$ cat src/rtl/armleocpu_decode.sv
// Decode stage: registers one fetched instruction per cycle toward execute and
// relays execute redirects (branch / FENCE.I flush) back to fetch.
module armleocpu_decode (
  input  logic        clk,
  input  logic        rst_n,

  input  logic        f2d_valid,
  input  logic [1:0]  f2d_type,
  input  logic [31:0] f2d_instr,
  input  logic [31:0] f2d_pc,
  input  logic [3:0]  f2d_resp,

  output logic        d2f_ready,
  output logic [1:0]  d2f_cmd,
  output logic [31:0] d2f_branchtarget,

  output logic        d2e_valid,
  output logic [1:0]  d2e_type,
  output logic [31:0] d2e_instr,
  output logic [31:0] d2e_pc,
  output logic [3:0]  d2e_resp,
  output logic [4:0]  d2e_rd,
  output logic [4:0]  d2e_rs1,
  output logic [4:0]  d2e_rs2,

  input  logic        e2d_ready,
  input  logic        e2d_start_branch,
  input  logic        e2d_flush,
  input  logic [31:0] e2d_branchtarget,

  output logic        dbg_pipeline_busy
);

  localparam logic [1:0] F2E_TYPE_INTERRUPT_PENDING = 2'd1;
  localparam logic [1:0] D2F_CMD_NONE               = 2'd0;
  localparam logic [1:0] D2F_CMD_START_BRANCH       = 2'd1;
  localparam logic [1:0] D2F_CMD_FLUSH              = 2'd2;
  localparam logic [3:0] CACHE_RESPONSE_SUCCESS     = 4'd0;
  localparam logic [6:0] OPCODE_SYSTEM              = 7'b1110011;
  localparam logic [6:0] OPCODE_MISC_MEM            = 7'b0001111;

  typedef enum logic {RUN, WAIT_EXEC} state_t;
  state_t state_reg;

  logic redirect;
  logic free;
  logic load;
  logic serializing;

  assign redirect = e2d_flush || e2d_start_branch;
  assign free     = !d2e_valid || e2d_ready;

  // Anything whose effect on architectural state execute must resolve first
  assign serializing = (f2d_type == F2E_TYPE_INTERRUPT_PENDING)
                    || (f2d_resp != CACHE_RESPONSE_SUCCESS)
                    || (f2d_instr[6:0] == OPCODE_SYSTEM)
                    || (f2d_instr[6:0] == OPCODE_MISC_MEM);

  always_comb begin
    d2f_cmd          = D2F_CMD_NONE;
    d2f_branchtarget = 32'd0;
    if (state_reg == WAIT_EXEC)
      d2f_ready = !f2d_valid;
    else
      d2f_ready = free;
    if (e2d_flush) begin
      d2f_cmd          = D2F_CMD_FLUSH;
      d2f_ready        = 1'b1;
      d2f_branchtarget = e2d_branchtarget;
    end else if (e2d_start_branch) begin
      d2f_cmd          = D2F_CMD_START_BRANCH;
      d2f_ready        = 1'b1;
      d2f_branchtarget = e2d_branchtarget;
    end
  end

  assign load = (state_reg == RUN) && f2d_valid && free && !redirect;

  always_ff @(posedge clk or negedge rst_n) begin
    if (!rst_n) begin
      state_reg <= RUN;
      d2e_valid <= 1'b0;
      d2e_type  <= 2'd0;
      d2e_instr <= 32'd0;
      d2e_pc    <= 32'd0;
      d2e_resp  <= 4'd0;
      d2e_rd    <= 5'd0;
      d2e_rs1   <= 5'd0;
      d2e_rs2   <= 5'd0;
    end else if (redirect) begin
      // The held instruction is younger than the redirecting one: kill it
      state_reg <= RUN;
      d2e_valid <= 1'b0;
    end else if (load) begin
      d2e_valid <= 1'b1;
      d2e_type  <= f2d_type;
      d2e_instr <= f2d_instr;
      d2e_pc    <= f2d_pc;
      d2e_resp  <= f2d_resp;
      d2e_rd    <= f2d_instr[11:7];
      d2e_rs1   <= f2d_instr[19:15];
      d2e_rs2   <= f2d_instr[24:20];
      if (serializing)
        state_reg <= WAIT_EXEC;
    end else if (e2d_ready && d2e_valid) begin
      d2e_valid <= 1'b0;
    end
  end

  assign dbg_pipeline_busy = d2e_valid || (state_reg == WAIT_EXEC);

endmodule
$ cat config.mk
export PLATFORM = sky130hd
export DESIGN_NAME = armleocpu_decode
export DESIGN_NICKNAME = d
export VERILOG_FILES = /design/src/rtl/armleocpu_decode.sv
export SDC_FILE = /design/constraint.sdc
export NUM_CORES = 1
export LEC_CHECK = 0
export CAP_MARGIN = 25
export CORE_UTILIZATION = 23
export CTS_CLUSTER_DIAMETER = 60
export DETAILED_ROUTE_END_ITERATION = 10
export SYNTH_ARGS = -nofsm -noshare
export SYNTH_HDL_FRONTEND = slang
export SYNTH_SLANG_ARGS = --single-unit
$ cat constraint.sdc
create_clock -name clk -period 1.43 [get_ports clk]
set_input_delay 0.3575 -clock clk [delete_from_list [all_inputs] [get_ports clk]]
set_output_delay 0.3575 -clock clk [all_outputs]
set_load 0.01 [all_outputs]
==> impl_metrics.toml <==
[status]
status = "complete, but fails checks"
violations = "design-rule violations, negative setup slack"

[route]
vias = 2720
via_per_inst = 4.06
routed_wl_um = 10700
drc = 32
avgRoutedWirePerCell_um = 15.9
dr.pass1.iters = 7
drtIter0Drc = 91
ant_nets = 0

[sta]
worst_pin_slew_ns = 0.397
fin_crit_sh_pct = 122
hold_violations = 0
rsz0062_at_grt = "yes"
worst_clock_skew_ns = 0.00253
final-max-slew-violation-count = 0
fin_crit_ns = 1.75
max_freq_mhz = 571
setup_viol_count_final = 76
relSlewSlack_pct = 73.2
holdWs_ns = 0.411
timing.final.ws_setup_ns = -0.320

[place]
place.gp.congestion = 0.732
hpwl_um = 7430
io_buffers = 229
placedInstanceArea_um2 = 5950

[clocking]
clock_sinks = 72
cts_buffers = 9
clk_path_buf_depth = 2
clk_pin_slew_ns = 0.05
h-tree-depth = 3
insertion_delay_ns = 0.32
cts_tree = "yes"
clockRootBuffer = "clkbuf_16"

[synth]
yosys_warnings = 0
synth_async_sr_flop_share_pct = 100
synth_cells = 222
syn-num-nets = 330
yosysSeqAreaShare_pct = 51.8
synth.distinct_cells = 21
netlist_area_um2 = 3480
ys_seq_elements = 72
postSynthAreaPerCell_um2 = 15.7
synth-edff-count = 0
ys.flop_type = "dfrtp_1"

[floorplanning]
initial_core_util_pct = 23.8
fp-row-count = 44
fp.dieH_um = 125
core_area_um2 = 14600
dieArea_um2 = 15600
die_w_um = 125
ios = 230

[final_layout]
drive_gt1_share_pct = 37.4
fillers = 1363
diodes = 0
final_area_um2 = 6550
area_growth_syn_to_layout_pct = 88.3
largestRegisters = "d2e_instr (32), d2e_pc (32), d2e_resp (4)"
fin_nets = 591

[grt]
grt_max_degree = 45
grt_pass1_wl_um = 16700
grt-ovfl-total = 0
grt.total_usage_pct = 14.0
grt_pass1_vias = 3108
antenna_found_initial = 0

[setup_path]
critPathKind = "in -> reg"
cp_max_fo = 5
arrival_ns = 1.96
worstPathRequired_ns = 1.64
cp-start-kind = "input pin"
endpoint_kind = "register"

[power_and_ir_drop]
p_per_area_nw_per_um2 = 1120
static-leakage-power_uw = 0.00323
ir_drop_mv = 0.466

[job]
cap_viol_max_count = 0

[worst_hold_path]
min_path_type = "in -> async"
final timing paths:
path / from / end / slack [ns] / cells past startpoint
max: e2d_ready / d2e_pc[13]$_DFFE_PN0P_ / -0.32 / 7
min: rst_n / d2e_pc[5]$_DFFE_PN0P_ / 0.41 / 2
max reg2reg: state_reg$_DFFE_PN0P_ / d2e_pc[13]$_DFFE_PN0P_ / -0.27 / 6
min reg2reg: d2e_pc[0]$_DFFE_PN0P_ / d2e_pc[0]$_DFFE_PN0P_ / 0.50 / 1
max in group asynchronous: rst_n / d2e_pc[17]$_DFFE_PN0P_ / 0.53 / 3
min in group clk: d2e_pc[0]$_DFFE_PN0P_ / d2e_pc[0]$_DFFE_PN0P_ / 0.50 / 1
layer usage:
metal / global-route usage [%] / up-vias / wire (um)
li1: - / 1263 / -
met1: 15.3 / 1291 / 4200
met2: 25.0 / 162 / 5550
met3: 4.62 / 4 / 834
met4: 5.88 / 0 / 94
met5: 0 / - / 0
logic make-up after synthesis:
kind of cell / synth area share [%]
compound gates: 0.863
buf+inv: 8.48
flops: 51.8
mux: 30.0
simple gates: 8.91
layout by cell type (no fill, tap or decap), drive strengths merged:
cell type / Yosys / final
nor2: 1 / 1
dlygate4sd3: 0 / 1
nand3: 1 / 1
nor4: 2 / 2
clkinv: 0 / 1
clkbuf: 3 / 17
nand2b: 2 / 2
nand2: 4 / 4
or2: 1 / 1
a21boi: 1 / 1
nor4b: 2 / 2
nand4b: 1 / 1
buf: 24 / 81
dfrtp: 72 / 72
a22oi: 1 / 1
mux2: 70 / 70
nor2b: 33 / 33
inv: 1 / 1
o21ai: 3 / 3
dlymetal6s2s: 0 / 16
dlygate4sd2: 0 / 100
clkdlybuf4s50: 0 / 75
final cells by class:
type	instances	area (um^2)	share of cell area (%)
inverter	1	3.75	0.0573
timing repair buffer	277	2790	42.5
tap	184	230	3.51
clock buffer	13	250	3.82
multi-input combinational	122	1480	22.5
sequential	72	1800	27.5
clock inverter	1	5.00	0.0764
Yosys cell counts, types with 2 or more instances:
master,number,area (um^2)
buf_12,8,160
buf_4,16,120
clkbuf_1,3,11.3
dfrtp_1,72,1800
mux2_2,2,22.5
mux2_4,68,1020
nand2_1,4,15.0
nor2b_1,33,206
nor4_1,2,12.5
o21ai_0,3,15.0
report_power, final:
| group | internal (uW) | leakage [uW] | switching, uW |
|---|---|---|---|
| Clock | 1200 | 0.000126 | 773 |
| Sequential | 2500 | 0.000857 | 274 |
| Combinational | 1640 | 0.00225 | 938 |
| Total | 5340 | 0.00323 | 1980 |
worst max-delay path, stage by stage:
cell	delay (ns)
clkdlybuf4s50_1	0.49
nand2b_4	0.15
nor4b_4	0.21
buf_6	0.17
buf_8	0.14
clkbuf_16	0.16
mux2_4	0.29
per-stage QoR:
| step | instances | utilization [%] | setup TNS [ns] | total power [uW] | worst slack (ns) |
|---|---|---|---|---|---|
| 2_1_floorplan | 222 | - | -7.18 | 4060 | -0.106 |
| 3_3_place_gp | 631 | 40.6 | -74.79 | 5680 | -0.761 |
| 3_5_place_dp | 631 | 40.6 | -74.65 | 5700 | -0.764 |
| 4_1_cts | 668 | 43.6 | -20.92 | 7440 | -0.348 |
| 5_1_grt | 670 | 44.8 | -23.27 | 7770 | -0.342 |
| 6_report | 670 | 44.8 | -21.11 | 7330 | -0.320 |
timing repair:
item,4_1_cts,5_1_grt
resized for setup,292,45
hold buffers,1,0
gates cloned,7,3
hold endpoints to repair,9,0
setup endpoints to repair,192,104
pin swaps,4,5
buffers inserted,15,2
(Power assumes the default switching activity.)
